**src/rtl/snake_text_pkg.sv**
```systemverilog
// rtl/snake_text_pkg.sv - shared constants and types for the text overlay
package snake_text_pkg;

  localparam int FONT_W      = 8;
  localparam int FONT_H      = 16;
  localparam int CHAR_ADDR_W = 8;
  localparam int CHAR_CODE_W = 7;
  localparam int FONT_ADDR_W = CHAR_CODE_W + 4;

  typedef logic [11:0] rgb12;

  // One pixel's worth of VGA timing plus colour, carried down the delay line
  typedef struct packed {
    logic [10:0] vcount;
    logic [10:0] hcount;
    logic        vsync;
    logic        vblnk;
    logic        hsync;
    logic        hblnk;
    rgb12        rgb;
  } vga_t;

endpackage

```
**src/rtl/font_rom.sv**
```systemverilog
// rtl/font_rom.sv - 8x16 ASCII glyph ROM with one-cycle registered read
//   clk  : clock
//   addr : {char_code[6:0], line[3:0]}
//   data : glyph row, MSB = leftmost pixel, valid one cycle after addr
module font_rom
  import snake_text_pkg::*;
(
  input  logic                   clk,
  input  logic [FONT_ADDR_W-1:0] addr,
  output logic [FONT_W-1:0]      data
);

  // Row 0 sits in the top byte; codes without a bitmap render blank
  function automatic logic [127:0] glyph(input logic [CHAR_CODE_W-1:0] code);
    case (code)
      7'h41:   glyph = 128'h1038_6cc6_c6fe_c6c6_c6c6_0000_0000_0000; // A
      7'h45:   glyph = 128'hfe66_6268_7868_6062_66fe_0000_0000_0000; // E
      7'h47:   glyph = 128'h3c66_c2c0_c0de_c6c6_663a_0000_0000_0000; // G
      7'h4d:   glyph = 128'hc6ee_fefe_d6c6_c6c6_c6c6_0000_0000_0000; // M
      7'h4f:   glyph = 128'h7cc6_c6c6_c6c6_c6c6_c67c_0000_0000_0000; // O
      7'h50:   glyph = 128'hfc66_6666_7c60_6060_60f0_0000_0000_0000; // P
      7'h52:   glyph = 128'hfc66_6666_7c6c_6666_66e6_0000_0000_0000; // R
      7'h56:   glyph = 128'hc6c6_c6c6_c6c6_c66c_3810_0000_0000_0000; // V
      default: glyph = '0;
    endcase
  endfunction

  logic [127:0] g;
  assign g = glyph(addr[FONT_ADDR_W-1:4]);

  always_ff @(posedge clk) begin
    data <= 8'(g >> {4'd15 - addr[3:0], 3'b000});
  end

endmodule

```
**src/rtl/draw_text.sv**
```systemverilog
// rtl/draw_text.sv - text box overlay on the VGA pixel stream
//   clk, rst_n            : pixel clock, synchronous active-low reset
//   enable                : overlay on; low passes the stream through
//   *count_in, *sync_in, *blnk_in, rgb_in : incoming stream
//   char_xy / char_code   : {row,col} to the text ROM / code back one cycle later
//   *_out                 : stream delayed by 4 cycles with glyphs overlaid
module draw_text
  import snake_text_pkg::*;
#(
  parameter int   XPOS         = 448,
  parameter int   YPOS         = 368,
  parameter int   COLS         = 16,
  parameter int   ROWS         = 1,
  parameter rgb12 FG_COLOR     = 12'hfff,
  parameter int   BLINK_FRAMES = 30
) (
  input  logic                   clk,
  input  logic                   rst_n,
  input  logic                   enable,
  input  logic [10:0]            vcount_in,
  input  logic [10:0]            hcount_in,
  input  logic                   vsync_in,
  input  logic                   vblnk_in,
  input  logic                   hsync_in,
  input  logic                   hblnk_in,
  input  rgb12                   rgb_in,
  output logic [CHAR_ADDR_W-1:0] char_xy,
  input  logic [CHAR_CODE_W-1:0] char_code,
  output logic [10:0]            vcount_out,
  output logic [10:0]            hcount_out,
  output logic                   vsync_out,
  output logic                   vblnk_out,
  output logic                   hsync_out,
  output logic                   hblnk_out,
  output rgb12                   rgb_out
);

  // Box edges widened to 12 bits so XPOS + 8*COLS cannot wrap
  localparam logic [11:0] X0 = 12'(XPOS);
  localparam logic [11:0] X1 = 12'(XPOS + FONT_W * COLS);
  localparam logic [11:0] Y0 = 12'(YPOS);
  localparam logic [11:0] Y1 = 12'(YPOS + FONT_H * ROWS);

  logic       in_box;
  logic [6:0] dx;
  logic [7:0] dy;
  vga_t       tim_in;

  assign in_box = ({1'b0, hcount_in} >= X0) && ({1'b0, hcount_in} < X1) &&
                  ({1'b0, vcount_in} >= Y0) && ({1'b0, vcount_in} < Y1);
  assign dx     = 7'(hcount_in - 11'(XPOS));
  assign dy     = 8'(vcount_in - 11'(YPOS));
  assign tim_in = {vcount_in, hcount_in, vsync_in, vblnk_in, hsync_in, hblnk_in, rgb_in};

  logic       box1, box2, box3;
  logic       en1, en2, en3;
  logic [2:0] bit1, bit2, bit3;
  logic [3:0] line1, line2;
  vga_t       tim1, tim2, tim3, out_q;
  logic [7:0] font_data;
  logic       visible;

  font_rom u_font (
    .clk  (clk),
    .addr ({char_code, line2}),
    .data (font_data)
  );

  always_ff @(posedge clk) begin
    if (!rst_n) begin
      char_xy <= '0;
      box1  <= 1'b0; box2  <= 1'b0; box3 <= 1'b0;
      en1   <= 1'b0; en2   <= 1'b0; en3  <= 1'b0;
      bit1  <= '0;   bit2  <= '0;   bit3 <= '0;
      line1 <= '0;   line2 <= '0;
      tim1  <= '0;   tim2  <= '0;   tim3 <= '0;
      out_q <= '0;
    end else begin
      // Stage 1: address the text ROM and capture the pixel's context
      char_xy <= in_box ? {dy[7:4], dx[6:3]} : '0;
      box1    <= in_box;
      en1     <= enable;
      bit1    <= dx[2:0];
      line1   <= dy[3:0];
      tim1    <= tim_in;
      // Stage 2: text ROM returns char_code
      box2  <= box1;  en2 <= en1;  bit2 <= bit1;  line2 <= line1;  tim2 <= tim1;
      // Stage 3: font ROM returns the glyph row
      box3  <= box2;  en3 <= en2;  bit3 <= bit2;  tim3 <= tim2;
      // Stage 4: ~bit3 == 7 - bit3, picking the MSB for the leftmost pixel
      out_q <= tim3;
      if (box3 && en3 && visible && font_data[~bit3])
        out_q.rgb <= FG_COLOR;
    end
  end

  // Blink: count vblnk rising edges, flip visibility every BLINK_FRAMES
  logic [15:0] frame_cnt;
  logic        vblnk_prev;

  always_ff @(posedge clk) begin
    if (!rst_n) begin
      frame_cnt  <= '0;
      visible    <= 1'b1;
      vblnk_prev <= 1'b0;
    end else begin
      vblnk_prev <= vblnk_in;
      if (!enable || BLINK_FRAMES == 0) begin
        frame_cnt <= '0;
        visible   <= 1'b1;
      end else if (vblnk_in && !vblnk_prev) begin
        if (frame_cnt == 16'(BLINK_FRAMES - 1)) begin
          frame_cnt <= '0;
          visible   <= ~visible;
        end else begin
          frame_cnt <= frame_cnt + 16'd1;
        end
      end
    end
  end

  assign vcount_out = out_q.vcount;
  assign hcount_out = out_q.hcount;
  assign vsync_out  = out_q.vsync;
  assign vblnk_out  = out_q.vblnk;
  assign hsync_out  = out_q.hsync;
  assign hblnk_out  = out_q.hblnk;
  assign rgb_out    = out_q.rgb;

endmodule

```
**config.mk**
```make
export PLATFORM = sky130hd
export DESIGN_NAME = draw_text
export DESIGN_NICKNAME = d
export VERILOG_FILES = /design/src/rtl/snake_text_pkg.sv /design/src/rtl/font_rom.sv /design/src/rtl/draw_text.sv
export SDC_FILE = /design/constraint.sdc
export NUM_CORES = 1
export LEC_CHECK = 0
export ABC_CLOCK_PERIOD_IN_PS = 4100
export CAP_MARGIN = 20
export CELL_PAD_IN_SITES_DETAIL_PLACEMENT = 0
export CELL_PAD_IN_SITES_GLOBAL_PLACEMENT = 1
export CORE_ASPECT_RATIO = 1.5
export CORE_MARGIN = 1.5
export CORE_UTILIZATION = 48
export CTS_BUF_LIST = sky130_fd_sc_hd__clkbuf_4
export CTS_CLUSTER_DIAMETER = 120
export DETAILED_ROUTE_END_ITERATION = 8
export GPL_ROUTABILITY_DRIVEN = 1
export PLACE_DENSITY = 0.92
export SLEW_MARGIN = 15
export SYNTH_ARGS = -nofsm -noshare
export SYNTH_HDL_FRONTEND = slang
export SYNTH_HIERARCHICAL = 1
export SYNTH_SLANG_ARGS = --single-unit
```
**constraint.sdc**
```tcl
create_clock -name clk -period 4.1 [get_ports clk]
set_input_delay 0.82 -clock clk [delete_from_list [all_inputs] [get_ports clk]]
set_output_delay 0.82 -clock clk [all_outputs]
set_load 0.02 [all_outputs]
```
==> qor.csv <==
stage,metric,value,unit
flow_run,maxcap violations,0,
cts,# resized after CTS,0,
pwr,Comb power frac,0.070,
setup_path,RR Startpoint,line2[1]$_SDFF_PN0_,
cts,clk_lat worst skew,0.54,ns
global_routing,initial antenna violation count,1,
cts,clk root buf,clkbuf_4,
yosys,"Avg Cell Area, Syn",10.6,um2
global_routing,global route overflow,0,
yosys,"area leader, netlist",dfxtp_1,
routing,WL final,13900,um
yosys,sequential-to-total area share from yosys stat,0.563,
sta,Final Skew,0.0339,ns
global_routing,number of global-route vias before repair,4660,
cts,clock net sink count,190,
floorplanning,die area,0.0148,mm2
pwr,Power Internal,2.31,mW
final_layout,share of layout cells above drive strength 1,0.0834,
yosys,Synth area leaders,"dfxtp_1 56%, and2_1 14%, xnor2_1 1.9%",
floorplanning,Die X,99.9,um
yosys,post-synth net total,690,
placement,post-DP HPWL,9910,um
routing,Initial DRT Pass Iterations,6,
routing,Detailed Route Iter0 Violations,173,
routing,DRC violations left,0,
sta,min cycle time layout,2.70,ns
pwr,Net Switching,0.835,mW
hold_path,hold crit path type,reg2reg,
yosys,fraction of registers with async set/reset,0,
floorplanning,Row Count,52,
global_routing,global-route wire length before repair,22700,um
routing,DR vias,4663,
routing,Vias per Instance,5.22,
floorplanning,Die Y,148,um
sta,Max Freq,0.370,GHz
sta,Slew Limit Fails,0,
pwr,PwrDens,393,mW/mm2
setup_path,Setup CP Type,in2reg,
cts,Hold Buf Count CTS,0,
sta,# setup viols final,0,
cts,postcts setup bufs,0,
placement,Final GP Congestion,0.832,
pwr,Seq pwr share,0.613,
cts,CTS Buf Count,17,
yosys,Synth Register Bits,190,
sta,Fin Setup TNS,0,ns
placement,placed cells,861,
pwr,VDD IR max,334,uV
setup_path,CP Launch Type,primary input,
yosys,Synth Cell Area,0.00675,mm2
final_layout,"Area growth, synth to finish",18.3,%
setup_path,CP max FO,13,
global_routing,largest net degree at the start of global routing,83,
yosys,Post-synth EDFFs,0,
routing,Routed Antenna Nets,0,
yosys,Synth Flop Type,dfxtp_1,
setup_path,WP data required,4.49,ns
yosys,Syn Inst Count,639,
yosys,synth unique cells,77,
cts,CTS tree,yes,
pwr,Sw Share,0.265,
pwr,Lkg Pwr,3.11,nW
setup_path,critical path arrival,3.09,ns
sta,unrepaired setup endpoints after global routing,no,
hold_path,Hold Crit Start,tim3[1]$_SDFF_PN0_,
sta,Tcrit/Tclk final,0.658,
outcome,outcome,finished clean,
routing,wire per inst,15.6,um
final_layout,final net count,769,
floorplanning,core box area,0.0136,mm2
final_layout,post-route insts no fill,894,
floorplanning,num ports,94,
yosys,top cell type's share of synthesized area,0.563,
global_routing,Tot GR Track Use,0.195,
setup_path,crit path launch,char_code[3],
sta,Rel. slew slack,0.432,
cts,"Clk pin slew, worst setup/hold paths",0.18,ns
cts,Clock Tree Buf Depth,2,
sta,Final Hold Viols,0,
sta,worst slew pin tran,0.848,ns
placement,count of input and output buffers,93,
yosys,YS warnings,6,
pwr,Clock power frac,0.317,
floorplanning,Starting Density,0.497,
cts,H-tree Lvls,4,
setup_path,Setup crit end kind,flip-flop,
## metal layers
layer	routed length (um)	up-vias	global-route usage
met5	0	-	0
met4	305	0	0.0782
met3	597	17	0.0399
met2	7300	123	0.351
met1	5720	2208	0.225
li1	-	2315	-
## area by class of cell
class	instances	area [um2]
diodes	1	2.50
clock buffers	17	128
clock inverters	15	188
fillers	1175	5610
inverters	12	58.8
multi-input cells	397	2630
flip-flops and latches	190	3800
well taps	162	203
repair buffers	100	981
## cell families after synthesis
| kind of cell | Yosys count | synth area share |
|---|---|---|
| other | 1 | 0.000555 |
| buffers and inverters | 52 | 0.0476 |
| AOI/OAI and AO/OA | 89 | 0.0973 |
| muxes | 4 | 0.00963 |
| xor gates and xnor gates | 18 | 0.0233 |
| DFF | 190 | 0.563 |
| adders and majority gates | 3 | 0.00556 |
| and+or+nand+nor | 282 | 0.253 |
## synth_stat cells, drive strengths merged, types with 4 or more instances
library cell	number
o21ai	16
nand3	12
o21bai	4
a21o	12
a32oi	4
nor3	10
nor2b	5
inv	10
nand2b	4
xnor2	15
dfxtp	190
a31oi	4
nor4	10
a21oi	9
buf	18
o22ai	4
nor2	30
and2	153
nand2	20
nand4	6
clkbuf	21
a211oi	9
## worst max-delay path, stage by stage
cell and delay (ns):
clkdlybuf4s50_1 0.81, buf_4 0.26, o21bai_1 0.08, a32oi_2 0.41
nor4_1 0.10, a2111oi_0 0.44, o32ai_1 0.16
## placed cells by master, fill, tap and decap left out, types with 3 or more instances in the layout
master	netlist	routed
dfxtp_1	190	190
and2_1	153	153
clkdlybuf4s50_1	0	92
nor2_1	28	28
nand2_1	20	20
clkbuf_4	0	17
xnor2_1	15	15
a21o_1	12	12
nand3_1	12	12
nor4_1	10	10
inv_1	9	9
nor3_1	9	9
a211oi_1	9	9
o21ai_0	9	9
a21oi_1	9	9
buf_4	3	8
nand4_1	6	6
clkinv_8	0	6
o21ai_1	6	6
nor2b_1	5	5
a31oi_1	4	4
inv_8	0	4
nand2b_1	4	4
o21bai_1	4	4
o22ai_1	4	4
nor4b_1	3	3
xor2_1	3	3
and3b_1	3	3
ha_1	3	3
o32ai_1	3	3
a32oi_1	3	3
a211o_1	3	3
o211ai_1	3	3
## flip-flops by register name, indices dropped and copies added (netlist names), 2 cells and up
register,cells
rgb_out,12
tim3,36
frame_cnt,16
u_font/data,7
bit3,2
tim1,32
bit1,2
tim2,33
char_xy,8
vcount_out,11
bit2,2
line1,3
line2,3
hcount_out,11
## path summary, 6_finish.rpt
kind	slack, ns	cells after the start	endpoint
worst min register to register	0.43	1	rgb_out[1]$_SDFF_PN0_
worst max-delay path	1.40	7	u_font/data[1]$_DFF_P_
worst max register to register	2.12	5	u_font/data[2]$_DFF_P_
worst min-delay path	0.43	1	rgb_out[1]$_SDFF_PN0_
## power groups by stage
| stage | logic [mW] | registers (mW) | clock network, mW |
|---|---|---|---|
| floorplan | 0.136 | 1.96 | 0 |
| global placement | 0.220 | 1.96 | 0 |
| detailed placement | 0.221 | 1.97 | 0 |
| CTS | 0.222 | 1.93 | 1.05 |
| global route | 0.242 | 1.93 | 1.13 |
| finish | 0.221 | 1.93 | 0.997 |
## metrics by stage
stage                util  setup slack (ns)  instance area (um2)  power [mW]  hold slack, ns
detailed placement  0.564             0.918                 7670        2.19           0.412
CTS                 0.588              1.53                 7990        3.19           0.439
global placement    0.564             0.995                 7670        2.18           0.408
global route        0.588              1.38                 7990        3.31           0.454
floorplan               -              1.88                 6750        2.10           0.403
finish              0.588              1.40                 7990        3.14           0.429
No activity file was read; power rests on OpenSTA's default activity.
